**src/rtl/rtlmem_rmw1x.sv**
```systemverilog
// Read-modify-write statistics engine on one port of a 1-cycle-latency RAM.
// Zeroes the RAM after reset, then serialises counter increments and CPU reads.
module rtlmem_rmw1x #(
   parameter int unsigned G_ADDR     = 10,
   parameter int unsigned G_WIDTH    = 32,
   parameter int unsigned G_INCW     = 16,
   parameter bit          G_SATURATE = 1'b1
) (
   input  logic               clk,
   input  logic               rst,
   output logic               init_done,
   input  logic               evt_vld,
   input  logic [G_ADDR-1:0]  evt_idx,
   input  logic [G_INCW-1:0]  evt_inc,
   output logic               evt_rdy,
   input  logic               cpu_req,
   input  logic [G_ADDR-1:0]  cpu_addr,
   input  logic               cpu_clr,
   output logic               cpu_ack,
   output logic [G_WIDTH-1:0] cpu_rdat,
   output logic [G_ADDR-1:0]  memad,
   output logic               memwe,
   output logic [G_WIDTH-1:0] memdi,
   output logic               memre,
   input  logic [G_WIDTH-1:0] memdo
);

   typedef enum logic [2:0] {StInit, StIdle, StRd, StWr, StCl, StAck} state_e;

   state_e               state_q, state_d;
   logic [G_ADDR-1:0]    memad_q, memad_d;
   logic                 memwe_q, memwe_d;
   logic                 memre_q, memre_d;
   logic                 cpu_ack_q, cpu_ack_d;
   logic [G_WIDTH-1:0]   cpu_rdat_q, cpu_rdat_d;
   logic                 init_done_q, init_done_d;
   logic                 last_cpu_q, last_cpu_d;
   logic                 is_cpu_q, is_cpu_d;
   logic                 clr_q, clr_d;
   logic [G_INCW-1:0]    inc_q, inc_d;

   logic                 evt_go;
   logic [G_WIDTH:0]     sum;
   logic [G_WIDTH-1:0]   sat_sum;

   assign sum     = {1'b0, memdo} + {{(G_WIDTH + 1 - G_INCW){1'b0}}, inc_q};
   assign sat_sum = (sum[G_WIDTH] && G_SATURATE) ? '1 : sum[G_WIDTH-1:0];

   // The CPU holds priority over events unless it won the previous grant.
   assign evt_rdy = (state_q == StIdle) & init_done_q & ~(cpu_req & ~last_cpu_q);
   assign evt_go  = evt_vld & evt_rdy;

   always_comb begin
      state_d     = state_q;
      memad_d     = memad_q;
      memwe_d     = memwe_q;
      memre_d     = memre_q;
      cpu_ack_d   = cpu_ack_q;
      cpu_rdat_d  = cpu_rdat_q;
      init_done_d = init_done_q;
      last_cpu_d  = last_cpu_q;
      is_cpu_d    = is_cpu_q;
      clr_d       = clr_q;
      inc_d       = inc_q;
      unique case (state_q)
         StInit: begin
            // memwe low here means the sweep has not issued its first write yet.
            if (!memwe_q) begin
               memwe_d = 1'b1;
               memad_d = '0;
            end else if (memad_q == '1) begin
               memwe_d     = 1'b0;
               init_done_d = 1'b1;
               state_d     = StIdle;
            end else begin
               memad_d = memad_q + G_ADDR'(1);
            end
         end
         StIdle: begin
            if (evt_go) begin
               state_d    = StRd;
               memre_d    = 1'b1;
               memad_d    = evt_idx;
               inc_d      = evt_inc;
               is_cpu_d   = 1'b0;
               last_cpu_d = 1'b0;
            end else if (cpu_req) begin
               state_d    = StRd;
               memre_d    = 1'b1;
               memad_d    = cpu_addr;
               clr_d      = cpu_clr;
               is_cpu_d   = 1'b1;
               last_cpu_d = 1'b1;
            end
         end
         StRd: begin
            memre_d = 1'b0;
            if (is_cpu_q) begin
               state_d = StCl;
               memwe_d = clr_q;
            end else begin
               state_d = StWr;
               memwe_d = 1'b1;
            end
         end
         StWr: begin
            memwe_d = 1'b0;
            state_d = StIdle;
         end
         StCl: begin
            memwe_d    = 1'b0;
            cpu_rdat_d = memdo;
            cpu_ack_d  = 1'b1;
            state_d    = StAck;
         end
         StAck: begin
            cpu_ack_d = 1'b0;
            state_d   = StIdle;
         end
         default: state_d = StInit;
      endcase
   end

   always_ff @(posedge clk or posedge rst) begin
      if (rst) begin
         state_q     <= StInit;
         memad_q     <= '0;
         memwe_q     <= 1'b0;
         memre_q     <= 1'b0;
         cpu_ack_q   <= 1'b0;
         cpu_rdat_q  <= '0;
         init_done_q <= 1'b0;
         last_cpu_q  <= 1'b0;
         is_cpu_q    <= 1'b0;
         clr_q       <= 1'b0;
         inc_q       <= '0;
      end else begin
         state_q     <= state_d;
         memad_q     <= memad_d;
         memwe_q     <= memwe_d;
         memre_q     <= memre_d;
         cpu_ack_q   <= cpu_ack_d;
         cpu_rdat_q  <= cpu_rdat_d;
         init_done_q <= init_done_d;
         last_cpu_q  <= last_cpu_d;
         is_cpu_q    <= is_cpu_d;
         clr_q       <= clr_d;
         inc_q       <= inc_d;
      end
   end

   assign init_done = init_done_q;
   assign cpu_ack   = cpu_ack_q;
   assign cpu_rdat  = cpu_rdat_q;
   assign memad     = memad_q;
   assign memwe     = memwe_q;
   assign memre     = memre_q;
   // Write data depends on memdo arriving in the write cycle itself, so it is not re-registered.
   assign memdi     = (state_q == StWr) ? sat_sum : '0;

endmodule

```
**config.mk**
```make
export PLATFORM = sky130hd
export DESIGN_NAME = rtlmem_rmw1x
export DESIGN_NICKNAME = d
export VERILOG_FILES = /design/src/rtl/rtlmem_rmw1x.sv
export SDC_FILE = /design/constraint.sdc
export NUM_CORES = 1
export LEC_CHECK = 0
export CAP_MARGIN = 10
export CELL_PAD_IN_SITES_DETAIL_PLACEMENT = 1
export CELL_PAD_IN_SITES_GLOBAL_PLACEMENT = 1
export CORE_MARGIN = 5
export CORE_UTILIZATION = 36
export DETAILED_ROUTE_END_ITERATION = 7
export PLACE_DENSITY_LB_ADDON = 0.1
export SLEW_MARGIN = 25
export SYNTH_ARGS = -nofsm -noshare
export SYNTH_HDL_FRONTEND = slang
export SYNTH_SLANG_ARGS = --single-unit
```
**constraint.sdc**
```tcl
create_clock -name clk -period 7 [get_ports clk]
set_clock_uncertainty 0.1 [all_clocks]
set_input_delay 0.7 -clock clk [delete_from_list [all_inputs] [get_ports clk]]
set_output_delay 0.7 -clock clk [all_outputs]
set_load 0.01 [all_outputs]
```
==> results.md <==
* CTS Root Cell: clkbuf_16
* Status: complete, no violations
* Crit-path most repeated cell: clkdlybuf4s50_1
* Final min period at 4.90 ns
* Beginning of the critical path: memdo[0]
* First-pass GRT wire length at 23.9 mm
* Mapped Area at 0.00439 mm^2
* CTS tree: yes
* Overflow after GRT at 0
* Synth warn at 0
* Overall Global Routing Usage at 20.7%
* Vias/cell at 5.45
* DRT iter0 DRCs at 209
* Number of synthesized flops with an enable pin at 0
* Syn_area_per_cell at 9.10 um^2
* Fin. Hold Viols at 0
* Post-CTS Resized at 0
* Worst-path clk slew at 0.06 ns
* Crit path max-delay family: compound AO/OA/AOI/OAI gates
* Die Y at 120 um
* # port buffers at 151
* Vias in the first global route at 4540
* WS Path Type: input pin to output pin
* Non-filler cells, final at 778
* Worst hold path class: register to register
* Worst path depth at 10
* Final Wtd Congestion at 0.871
* Worst r2r dst: memad[3]
* Leakage at 2.67 nW
* CP arrival at 4.10 ns
* Vias at 4241
* H-tree depth at 3
* Top-count cell post-synth: nand2_1
* Cell count after synthesis at 483
* Top FF cell, synth: dfrtp_1
* FMAX at 0.204 GHz
* CP cell instances: clkdlybuf4s50_1 > ha_1 > fa_1 > a21o_1 > a221oi_4 > a211oi_4 > o21ai_2 > a31oi_1 > a311oi_1 > clkdlybuf4s50_1
* Final wirelength at 14.9 mm
* Initial Util at 36.6%
* Largest buffer count on any clock path at 2
* Cell taking the most area after synthesis: dfrtp_1
* DRC Markers at 0
* Fin util at 52.6%
* Asr flop ratio synth at 100%
* Syn Nets at 574
* Hold buffer count at cts at 0
* Maximum vdd ir drop at 0.186 mV
* Largest net degree at the start of global routing at 68
* Share of layout cells above drive strength 1 at 12.7%
* Ant. Diodes at 0
* Total power at 1.88 mW
* R2R setup slack at 4.40 ns
* Max Fanout on Critical Path at 6
* Inserted Clock Buffers at 9
* Worst-Margin Slew at 0.987 ns
* Clk_lat worst skew at 0.34 ns
* Post-synth top area share at 38.2%
* Crit-path max cell delay at 0.61 ns
* Pwr/cell area at 297 mW/mm^2
* Post-DP HPWL at 11.4 mm
* Critical Path Slowest Stage Cell: clkdlybuf4s50_1
* Sink Count at 67
* Sum of buffers and inverters on the critical path at 2
* Tcrit/Tclk final at 70.0%
* RSZ-0062 raised after global routing: false
* Commonest cells post-synth: nand2_1 (82), dfrtp_1 (67), mux2_2 (33)
* DR WL/cell at 19.1 um
* Startpoint types: input pin
* Die area at 0.0145 mm^2
* Beginning of the worst register-to-register path: memad[0]
* Sequential-to-total area share from yosys stat at 38.2%
* WP data required at 6.20 ns
* Number of max-cap violations at 0
* Ports at 152
* Worst setup EP type: output pin
* Router iterations before antenna repair at 4
* Die Width at 120 um
* Initial antenna violation count at 0
* Tightest hold margin at 0.381 ns
* CP endpoint: memdi[30]
* Slew Limit Fails at 0
* Hold Crit Start: inc_q[12]
* Core footprint at 0.0120 mm^2
* R2r worst-path depth at 6
* Area growth syn-to-layout at 43.9%
* Synth unique cells at 57
* Max_slew headroom at 34.1%
* #FFs+latches synth at 67
* Placed insts at 762
* Area contributors post-synth: dfrtp_1 (38%), mux2_2 (8.5%), nand2_1 (7.0%)
* Setup_tns at 0 ns
* Final setup viols at 0
* # Post-CTS Setup Buffers at 0
* Antenna-violating nets left at 0
* Final #Nets at 717
* Rows at 40
[worst reg2reg max path: stages (launching register included)]
cell and delay, ns:
dfrtp_1 0.43, ha_1 0.25, nand3_1 0.20, nor4_1 0.09
nand3b_1 0.61, or4_1 0.72, o211ai_1 0.12
[metrics by stage]
step	setup WS, ns	cell area, um^2
final	2.10	6320
after global routing	1.96	6320
after CTS	2.14	6320
after detailed placement	2.17	6020
after global placement	2.25	6020
after floorplan	3.45	4390
[worst min-delay path by stage]
stage | endpoint | slack, ns | depth (start not counted)
finish | inc_q[12] | 0.38 | 2
global route | cpu_ack | 0.41 | 1
CTS | cpu_ack | 0.38 | 1
detailed placement | cpu_ack | 0.37 | 1
global placement | inc_q[2] | 0.37 | 2
floorplan | inc_q[0] | 0.35 | 2
[cell type report]
type                    count  area [um^2]
multi-input cells         379         2570
clock inverters             4         48.8
inverters                  15         56.3
clock buffers              12          256
fillers                  1379         5690
repair buffers            154         1530
well taps                 147          184
flip-flops and latches     67         1680
[routing by layer]
metal / routed length [um] / GRT usage, % / vias to the layer above / share of wire, %
met3: 902 / 5.24 / 17 / 6.1
met1: 6430 / 25.6 / 2082 / 43
met2: 7290 / 35.4 / 101 / 49
met4: 257 / 6.80 / 0 / 1.7
li1: - / - / 2041 / -
met5: 0 / 0 / - / 0
[power breakdown]
group          switching (mW)  leakage, nW  internal [mW]
Sequential              0.110        0.841          0.523
Combinational           0.342         1.68          0.433
Clock                   0.178        0.153          0.295
[cell usage in the layout, fill, tap and decap left out, drive strengths merged, types with 4 or more instances in the layout]
cell             n
nand4            7
o32a             5
a21o            10
nand3           15
a31oi           17
o21ai           29
ha              17
mux2            33
inv             15
nor3            13
mux2i            8
or3              5
clkbuf          12
xnor2           11
dfrtp           67
xor2             7
a21oi           43
o211ai           4
nand2           82
nor2            26
clkdlybuf4s50  151
o21a             4
and3             6
[state kept, by name (all words and copies together) (netlist names), 3 cells and up]
name      count
cpu_rdat     32
inc_q        16
memad        10
state_q       3
[kinds of logic (layout without fill, tap and decap cells)]
family | count (synthesis) | count (layout) | share of synthesized area [%]
AO/OA/AOI/OAI | 133 | 133 | 21.3
XOR/XNOR | 18 | 18 | 3.59
adder cells (fa/ha/maj) | 18 | 18 | 5.30
buffers and inverters | 37 | 185 | 3.59
flip-flops | 67 | 67 | 38.2
multiplexers | 41 | 41 | 10.3
AND/OR/NAND/NOR | 169 | 169 | 17.8
(Power assumes the default switching activity.)
